**src/rtl/ident_8b_uart_top.sv**
```systemverilog
// UART byte loopback for iCE40: receive one 8N1 byte, pass it through an
// identity datapath, transmit it back, then re-arm with clear-to-send low.
module ident_8b_uart_top #(
  parameter int ClocksPerBaud = 1250
) (
  input  logic clk,
  input  logic rst,
  input  logic rx_in,
  output logic tx_out,
  output logic clear_to_send_out_n
);

  localparam int CntW = $clog2(ClocksPerBaud);
  localparam logic [CntW-1:0] FullCount = CntW'(ClocksPerBaud - 1);
  localparam logic [CntW-1:0] HalfCount = CntW'(ClocksPerBaud / 2 - 1);
  localparam logic [CntW-1:0] CountOne  = CntW'(1);

  typedef enum logic [1:0] {
    ST_RECEIVE,
    ST_COMPUTE,
    ST_TRANSMIT
  } top_state_t;

  typedef enum logic [1:0] {
    RX_IDLE,
    RX_START,
    RX_DATA,
    RX_STOP
  } rx_state_t;

  typedef enum logic [1:0] {
    TX_IDLE,
    TX_START,
    TX_DATA,
    TX_STOP
  } tx_state_t;

  top_state_t top_state, top_next;
  rx_state_t  rx_state, rx_next;
  tx_state_t  tx_state, tx_next;

  logic            rx_meta;
  logic            rx_sync;
  logic [CntW-1:0] rx_count;
  logic [2:0]      rx_bit_cnt;
  logic [7:0]      rx_shift;
  logic            rx_await_high;
  logic            rx_armed;
  logic            rx_done;
  logic            rx_frame_err;

  logic [7:0]      held_byte;
  logic [7:0]      compute_result;

  logic [CntW-1:0] tx_count;
  logic [2:0]      tx_bit_cnt;
  logic [7:0]      tx_shift;
  logic            tx_reg;
  logic            tx_load;
  logic            tx_done;

  // Two-flop synchronizer; resets to the idle (high) line level.
  always_ff @(posedge clk) begin
    if (rst) begin
      rx_meta <= 1'b1;
      rx_sync <= 1'b1;
    end else begin
      rx_meta <= rx_in;
      rx_sync <= rx_meta;
    end
  end

  // ---------------- Top-level FSM ----------------
  always_ff @(posedge clk) begin
    if (rst) begin
      top_state <= ST_RECEIVE;
    end else begin
      top_state <= top_next;
    end
  end

  always_comb begin
    top_next = top_state;
    case (top_state)
      ST_RECEIVE:  if (rx_done) top_next = ST_COMPUTE;
      ST_COMPUTE:  top_next = ST_TRANSMIT;
      ST_TRANSMIT: if (tx_done) top_next = ST_RECEIVE;
      default:     top_next = ST_RECEIVE;
    endcase
  end

  always_comb begin
    clear_to_send_out_n = 1'b1;
    rx_armed            = 1'b0;
    tx_load             = 1'b0;
    case (top_state)
      ST_RECEIVE: begin
        clear_to_send_out_n = 1'b0;
        rx_armed            = 1'b1;
      end
      ST_COMPUTE: tx_load = 1'b1;
      default: ;
    endcase
  end

  always_ff @(posedge clk) begin
    if (rst) begin
      held_byte <= 8'h00;
    end else if (top_state == ST_RECEIVE && rx_done) begin
      held_byte <= rx_shift;
    end
  end

  // The datapath is the identity function on all eight bits.
  assign compute_result = held_byte;

  // ---------------- Receiver ----------------
  always_ff @(posedge clk) begin
    if (rst) begin
      rx_state <= RX_IDLE;
    end else begin
      rx_state <= rx_next;
    end
  end

  always_comb begin
    rx_next = rx_state;
    if (!rx_armed) begin
      rx_next = RX_IDLE;
    end else begin
      case (rx_state)
        RX_IDLE:  if (!rx_sync && !rx_await_high) rx_next = RX_START;
        RX_START: if (rx_count == '0) rx_next = rx_sync ? RX_IDLE : RX_DATA;
        RX_DATA:  if (rx_count == '0 && rx_bit_cnt == 3'd7) rx_next = RX_STOP;
        RX_STOP:  if (rx_count == '0) rx_next = RX_IDLE;
        default:  rx_next = RX_IDLE;
      endcase
    end
  end

  always_comb begin
    rx_done      = 1'b0;
    rx_frame_err = 1'b0;
    if (rx_armed && rx_state == RX_STOP && rx_count == '0) begin
      rx_done      = rx_sync;
      rx_frame_err = !rx_sync;
    end
  end

  // After a framing error the line is still low; ignore it until it idles high.
  always_ff @(posedge clk) begin
    if (rst) begin
      rx_count      <= '0;
      rx_bit_cnt    <= '0;
      rx_shift      <= '0;
      rx_await_high <= 1'b0;
    end else begin
      if (rx_frame_err) begin
        rx_await_high <= 1'b1;
      end else if (rx_sync) begin
        rx_await_high <= 1'b0;
      end
      case (rx_state)
        RX_IDLE: begin
          rx_count   <= HalfCount;
          rx_bit_cnt <= '0;
        end
        RX_START: begin
          if (rx_count != '0) begin
            rx_count <= rx_count - CountOne;
          end else begin
            rx_count <= FullCount;
          end
        end
        RX_DATA: begin
          if (rx_count != '0) begin
            rx_count <= rx_count - CountOne;
          end else begin
            rx_count   <= FullCount;
            rx_shift   <= {rx_sync, rx_shift[7:1]};
            rx_bit_cnt <= rx_bit_cnt + 3'd1;
          end
        end
        RX_STOP: begin
          if (rx_count != '0) begin
            rx_count <= rx_count - CountOne;
          end
        end
        default: rx_count <= HalfCount;
      endcase
    end
  end

  // ---------------- Transmitter ----------------
  always_ff @(posedge clk) begin
    if (rst) begin
      tx_state <= TX_IDLE;
    end else begin
      tx_state <= tx_next;
    end
  end

  always_comb begin
    tx_next = tx_state;
    case (tx_state)
      TX_IDLE:  if (tx_load) tx_next = TX_START;
      TX_START: if (tx_count == '0) tx_next = TX_DATA;
      TX_DATA:  if (tx_count == '0 && tx_bit_cnt == 3'd7) tx_next = TX_STOP;
      TX_STOP:  if (tx_count == '0) tx_next = TX_IDLE;
      default:  tx_next = TX_IDLE;
    endcase
  end

  assign tx_done = (tx_state == TX_STOP) && (tx_count == '0);

  // tx_reg always holds the level of the bit currently on the wire.
  always_ff @(posedge clk) begin
    if (rst) begin
      tx_reg     <= 1'b1;
      tx_count   <= '0;
      tx_bit_cnt <= '0;
      tx_shift   <= '0;
    end else begin
      case (tx_state)
        TX_IDLE: begin
          tx_count   <= FullCount;
          tx_bit_cnt <= '0;
          if (tx_load) begin
            tx_shift <= compute_result;
            tx_reg   <= 1'b0;
          end else begin
            tx_reg <= 1'b1;
          end
        end
        TX_START: begin
          if (tx_count != '0) begin
            tx_count <= tx_count - CountOne;
          end else begin
            tx_count <= FullCount;
            tx_reg   <= tx_shift[0];
          end
        end
        TX_DATA: begin
          if (tx_count != '0) begin
            tx_count <= tx_count - CountOne;
          end else begin
            tx_count   <= FullCount;
            tx_bit_cnt <= tx_bit_cnt + 3'd1;
            if (tx_bit_cnt == 3'd7) begin
              tx_reg <= 1'b1;
            end else begin
              tx_reg   <= tx_shift[1];
              tx_shift <= {1'b0, tx_shift[7:1]};
            end
          end
        end
        TX_STOP: begin
          if (tx_count != '0) begin
            tx_count <= tx_count - CountOne;
          end else begin
            tx_reg <= 1'b1;
          end
        end
        default: tx_reg <= 1'b1;
      endcase
    end
  end

  assign tx_out = tx_reg;

endmodule

```
**config.mk**
```make
export PLATFORM = sky130hd
export DESIGN_NAME = ident_8b_uart_top
export DESIGN_NICKNAME = d
export VERILOG_FILES = /design/src/rtl/ident_8b_uart_top.sv
export SDC_FILE = /design/constraint.sdc
export NUM_CORES = 1
export LEC_CHECK = 0
export CELL_PAD_IN_SITES_DETAIL_PLACEMENT = 1
export CELL_PAD_IN_SITES_GLOBAL_PLACEMENT = 2
export CORE_AREA = 2 2 93 95
export DETAILED_ROUTE_END_ITERATION = 8
export DIE_AREA = 0 0 95 97
export GPL_TIMING_DRIVEN = 0
export PLACE_DENSITY_LB_ADDON = 0.08
export REMOVE_ABC_BUFFERS = 1
export SYNTH_ARGS = -nofsm -noshare
export SYNTH_HDL_FRONTEND = slang
export SYNTH_SLANG_ARGS = --single-unit
```
**constraint.sdc**
```tcl
create_clock -name clk -period 2.3 [get_ports clk]
set_clock_uncertainty 0.05 [all_clocks]
set_input_delay 0.345 -clock clk [delete_from_list [all_inputs] [get_ports clk]]
set_output_delay 0.345 -clock clk [all_outputs]
set_load 0.005 [all_outputs]
```
==> impl_metrics.tcl <==
set metrics [dict create \
    outcome "finished, final reports clean" \
    hpwlAfterDp_mm 4.890 \
    post-place-ws_ns -0.7441 \
    crit_slowest_cell "or4_1" \
    port_buffers 4 \
    min_period_ns 2.163 \
    worstHoldPathCells 1 \
    syn_area_per_cell_sq_um 8.606 \
    synth_area_sq_mm 0.003115 \
    final_common_cell "dfxtp_1" \
    via_per_inst 5.333 \
    r2r_cells 5 \
    synth_cell_types 54 \
    rsz0062_at_grt "no" \
    synth_seq_area_share 0.3984 \
    grt_pass1_vias 2599 \
    initial_utilization 0.3830 \
    dieArea_sq_mm 0.009215 \
    maxSlewHeadroom 0.3988 \
    clk_pin_slew_ns 0.08 \
    drc 0 \
    h-tree-depth 3 \
    cts.sinks 62 \
    path_cells "or4_1 -> nor3_4 -> or2_2 -> and3_1 -> o21bai_1" \
    place.gp.congestion 0.7852 \
    ys.warnings.count 0 \
    area_growth_pct 11.81 \
    worst_pin_slew_ns 0.9017 \
    hold_viol_final 0 \
    leakage_nw 1.300 \
    antenna_found_initial 0 \
    ys.flop_type "dfxtp_1" \
    clockBufferDepth 2 \
    worst_ep_required_time_ns 2.48 \
    hold_class "register to register" \
    slew_viol_final 0 \
    final_antenna_net_count 0 \
    pin_count 5 \
    drive_gt1_frac 0.1075 \
    cts-root-buf "clkbuf_8" \
    cts_tree "built" \
    clk_latency_ns 0.34 \
    crit_path_max_incr_delay_ns 0.64 \
    diodes 0 \
    core_area_sq_mm 0.008134 \
    grt_overflow 0 \
    firstDrtPassIters 6 \
    routedWlPerCell_um 15.24 \
    fin_crit_sh 0.9404 \
    synthesis.instances 362 \
    worstHoldEndpoint "rx_sync" \
    layout_common_cells "dfxtp_1, nor2_1, nand2_1, a21oi_1, mux2i_1" \
    r2r-start "tx_count[2]" \
    final_util 0.4282 \
    fin_ws_ns 0.1370 \
    vdd_ir_drop_max_v 0.0003360 \
    final_area_sq_mm 0.003483 \
    setup_viol 0 \
    synth_edf_count 0 \
    final.setup.tns_ns 0 \
    initialDrtViolationCount 41 \
    crit_fanout 11 \
    grt_usage 0.1698 \
    path_class "register to register" \
    placed_cell_area_sq_mm 0.003204 \
    start_kind "register" \
    r2r-end "tx_out" \
    async_flop_share 0 \
    grt_start_max_net_pins 50 \
    drt-total-wl_mm 7.271 \
    p_per_area_mw_per_mm2 898.6 \
    regToRegSetupSlack_ns 0.14 \
    drv_cap 0 \
    routed-via-count 2544 \
    arrival_ns 2.34 \
    die_w_um 95 \
    instances_no_fill 477 \
    ys_ff_latch 62 \
    grt_first_pass_wirelength_mm 12.52 \
    final_nets 386 \
    worstHoldStart "rx_meta" \
    dp_cells 455 \
    row_count 33 \
    timing.fmax_ghz 0.4623 \
    die_y_um 97 \
    cts_buffers 9 \
    cp-end-kind "register" \
]
[critical path, delay by kind of cell, from the launching register on]
kind	cells	cell delay, ns
AND/OR/NAND/NOR	4	1.55
AO/OA/AOI/OAI	1	0.05
flip-flops	1	0.39
[synth_stat cells, types with 3 or more instances]
library cell	instances	area, sq um
ha_1	16	200.2
a211oi_1	9	67.56
or2_2	3	18.77
nor3_2	3	30.03
nor3_1	14	70.07
o21a_1	4	30.03
nand2_1	32	120.1
o22ai_1	3	18.77
xor2_1	4	35.03
nand3b_1	5	37.54
nand2b_1	5	31.28
dfxtp_1	62	1241
nor2b_1	4	25.02
mux2i_1	17	170.2
a22oi_1	3	22.52
clkbuf_1	10	37.54
xnor2_1	6	52.55
or3_1	6	37.54
o21ai_0	4	20.02
a21oi_1	32	160.2
nand3_1	12	60.06
a31oi_1	5	31.28
a21o_1	3	22.52
inv_1	12	45.04
nor2_1	47	176.4
nor4_1	3	18.77
[logic make-up after synthesis]
logic type | after synthesis | synth area share
fa+ha+maj | 16 | 0.06426
mux | 17 | 0.05462
simple gates | 150 | 0.2490
flops | 62 | 0.3984
buf+inv | 28 | 0.03935
compound gates | 79 | 0.1663
xor+xnor | 10 | 0.02811
[metal layers]
layer	GRT usage	wire, um	vias up
li1	-	-	1297
met1	0.2214	3642	1221
met2	0.2755	3397	15
met3	0.03115	110	11
met4	0.06577	120	0
met5	0	0	-
[area by class of cell]
| class | count | area (sq um) |
|---|---|---|
| clock inverters | 6 | 62.56 |
| well taps | 105 | 131.4 |
| clock buffers | 10 | 127.6 |
| repair buffers | 10 | 80.08 |
| inverters | 12 | 45.04 |
| flip-flops and latches | 62 | 1241 |
| fillers | 948 | 4651 |
| multi-input cells | 272 | 1795 |
[registers in the layout, summed over array words and instances, names as in the netlist, named ones only]
signal	flops
rx_count	11
tx_count	11
compute_result	8
rx_shift	8
tx_shift	8
rx_bit_cnt	3
tx_bit_cnt	3
top_state	2
tx_state	2
rx_await_high	1
rx_meta	1
rx_state	1
rx_sync	1
tx_out	1
[power breakdown]
part / internal [mW] / total [mW] / switching [mW]
Combinational: 0.366 / 0.879 / 0.513
Sequential: 1.19 / 1.30 / 0.111
Clock: 0.497 / 0.951 / 0.454
Total: 2.05 / 3.13 / 1.08
[repair_timing]
action | 4_1_cts | 5_1_grt
hold buffers | 0 | 0
buffers inserted | 5 | 1
pin swaps | 2 | 1
setup endpoints to repair | 43 | 10
resized for setup | 5 | 2
[metrics by stage]
step	hold slack, ns	power, mW
final	0.3715	3.130
after CTS	0.3790	3.160
after detailed placement	0.3598	2.155
after floorplan	0.3395	1.944
after global routing	0.3986	3.346
after global placement	0.3562	2.142
[how the worst max path moves through the flow]
stage	start	endpoint	slack, ns	depth (start not counted)
3_5_place_dp	rx_count[0]	compute_result[1]	-0.74	7
4_1_cts	rx_count[0]	rx_bit_cnt[2]	0.02	7
3_3_place_gp	rx_count[0]	compute_result[7]	-0.80	7
2_1_floorplan	rx_count[0]	compute_result[0]	-0.11	7
5_1_grt	tx_state[0]	tx_shift[3]	0.02	7
6_report	tx_count[2]	tx_out	0.14	5
Note: power is estimated with default switching activity, not from simulation.
==> RTL edit (same flow settings) <==
Reset style: asynchronous (`rst`), changed in 7 clocked blocks. Comments in the files are not updated.
--- a/src/rtl/ident_8b_uart_top.sv
+++ b/src/rtl/ident_8b_uart_top.sv
@@ -61,5 +61,5 @@
 
   // Two-flop synchronizer; resets to the idle (high) line level.
-  always_ff @(posedge clk) begin
+  always_ff @(posedge clk or posedge rst) begin
     if (rst) begin
       rx_meta <= 1'b1;
@@ -72,5 +72,5 @@
 
   // ---------------- Top-level FSM ----------------
-  always_ff @(posedge clk) begin
+  always_ff @(posedge clk or posedge rst) begin
     if (rst) begin
       top_state <= ST_RECEIVE;
@@ -104,5 +104,5 @@
   end
 
-  always_ff @(posedge clk) begin
+  always_ff @(posedge clk or posedge rst) begin
     if (rst) begin
       held_byte <= 8'h00;
@@ -116,5 +116,5 @@
 
   // ---------------- Receiver ----------------
-  always_ff @(posedge clk) begin
+  always_ff @(posedge clk or posedge rst) begin
     if (rst) begin
       rx_state <= RX_IDLE;
@@ -149,5 +149,5 @@
 
   // After a framing error the line is still low; ignore it until it idles high.
-  always_ff @(posedge clk) begin
+  always_ff @(posedge clk or posedge rst) begin
     if (rst) begin
       rx_count      <= '0;
@@ -193,5 +193,5 @@
 
   // ---------------- Transmitter ----------------
-  always_ff @(posedge clk) begin
+  always_ff @(posedge clk or posedge rst) begin
     if (rst) begin
       tx_state <= TX_IDLE;
@@ -215,5 +215,5 @@
 
   // tx_reg always holds the level of the bit currently on the wire.
-  always_ff @(posedge clk) begin
+  always_ff @(posedge clk or posedge rst) begin
     if (rst) begin
       tx_reg     <= 1'b1;
Check against the original RTL: same outputs for any inputs over 10 cycles, from zero or initial values and one cycle with rst high; that may be too few to reach the edited logic, so the function may still have changed.
==> RTL edit against the unedited design <==
The run now ends with negative setup slack left; critical path depth up 1; setup slack worse by 0.22 ns; final area up 15%; sequential cell count unchanged; area after synthesis up 8.6%; sequential share of layout area up 3.1 points; core utilization up 6.5 points; synthesized cell count down 11%; routed wire length up 14%; non-clock buffer count up 9; final cell count down 5.5%; largest cell class unchanged.
Power is not compared: it rests on default switching activity, and its combinational part moved more than twofold at a synthesized area within 25%.
==> RTL edit: results (changes against the unedited design) <==
Timing
  • Slew @ Worst Pin: 0.651 ns (-0.251 ns)
  • Final WS setup: -0.0828 ns (-0.220 ns)
  • Final Hold Slack: 0.295 ns (-0.0767 ns)
  • Final Setup Violations: 19 (+19)
  • Setup TNS: -0.581 ns (-0.581 ns)

Critical path
  • Reg2reg start: tx_count[0]
  • FF-to-FF path depth: 6 (+1)
  • Crit start category: register
  • Max FO, Critical Path: 6 (-5)
  • Reg-to-Reg End: tx_shift[4]
  • Data arrival, critical path: 2.60 ns (+0.26 ns)

Power
  • VDD IR max: 0.302 mV
  • Leak: 0.00176 uW

Synth
  • Seq/Total Area, Yosys: 46.0% (+6.1 points)
  • Synth Area in Compound Gates: 18.9% (+2.3 points)
  • Gate Count Post-Synth: 322 (-11%)
  • Number of warnings issued by yosys: 0 (unchanged)
  • Post-synthesis mux area share: 8.17% (+2.7 points)
  • Distinct cells, synth: 54 (unchanged)
  • Post-Synth Adder-Cell Area: 6.29% (-0.14 points)
  • Synth top area cells: dfrtp_1 44%, mux2_2 7.0%, ha_1 6.3%, or4_1 2.4%, dfstp_2 2.3%
  • Synth cell count leaders: 59 x dfrtp_1, 21 x mux2_2, 20 x inv_1
  • Post-Synth XOR/XNOR Area: 1.81% (-1.0 points)
  • FFs w/ async S/R, synth: 100% (+100 points)

Route
  • Pre-antenna DRT Iters: 4 (-2)
  • Vias per cell: 5.89 (+10%)
  • Routed Wire Length: 8260 um (+14%)
  • DR iter-0 viols: 85 (+110%)

Global route
  • Overall global routing resource usage: 19.7% (+2.8 points)
  • Global-route wire length before repair: 14200 um (+13%)
  • Initial antenna violation count: 0 (unchanged)
  • Vias in the first global route: 2795 (+7.5%)
  • Pin count of the biggest net entering global routing: 41 (-18%)

Clock network
  • CTS Buffer Depth: 2 (unchanged)
  • Clock root cell: clkbuf_8

Placement
  • Placed insts: 418 (-8.1%)
  • Placed instance area: 0.00351 mm^2 (+9.6%)
  • DP Wirelength: 5140 um (+5.0%)
  • Routability cong.: 0.769 (-2.1%)
  • Port Buffers: 4 (unchanged)
  • Setup Slack @ Placement: -0.986 ns (-0.242 ns)

Finish
  • Fin cells: 451 (-5.5%)
  • Fin nets: 361 (-6.5%)
  • Layout cells sized above 1: 28.0% (+17 points)

Run status
  • Violated checks: negative setup slack
  • Status: complete, but fails checks

Worst hold path
  • Hold Crit Class: primary input to async pin
-- RTL edit: cell count changes after synthesis, sizes merged, moves of 9 or more --
cell,before,now
dfrtp,0,59
a21oi,33,8
dfxtp,62,0
mux2i,17,4
nand2,33,16
mux2,0,21
nor3,17,6
nor2,47,15
or4,3,12
-- RTL edit: worst max-delay path by stage --
| stage | to | slack, ns | depth (start not counted) |
|---|---|---|---|
| after global routing | tx_shift[4] | -0.12 | 6 |
| after detailed placement | tx_state[1] | -0.99 | 6 |
| after floorplan | tx_shift[1] | -0.26 | 6 |
| final | tx_shift[4] | -0.08 | 6 |
| after global placement | tx_count[9] | -0.90 | 2 |
| after CTS | tx_shift[4] | -0.09 | 6 |
-- RTL edit: what timing repair did --
action	in CTS	in global routing
cloned	3	0
pin swaps	17	11
resized for setup	29	18
setup buffers	9	5
hold buffers	0	0
setup endpoints to repair	55	39
-- RTL edit: area by class of cell --
type / instances / area, um^2
Fill cell: 884 / 4120
Clock inverter: 7 / 62.6
Clock buffer: 9 / 124
Timing Repair Buffer: 19 / 173
Sequential cell: 62 / 1560
Multi-Input combinational cell: 229 / 1890
Inverter: 20 / 75.1
Tap cell: 105 / 131
-- RTL edit: worst max-delay path, cell delays in order (launching register included) --
cell      delay, ns
dfrtp_1        0.40
inv_2          0.09
ha_4           0.14
or4b_4         0.50
or4_4          0.57
or4_4          0.43
o211ai_1       0.11
-- RTL edit: metal layers --
metal	global-route usage [%]	part of all wire, %	up-vias
li1	-	-	1273
met1	27.7	50	1339
met2	29.7	46	31
met3	4.05	2.1	13
met4	7.80	2.0	0
met5	0	0	-
-- RTL edit: where the power goes --
part | internal, uW | switching [uW] | leakage (uW)
Clock | 413 | 517 | 0.0000927
Combinational | 7.08 | 22.5 | 0.000851
Sequential | 1090 | 1.22 | 0.000819
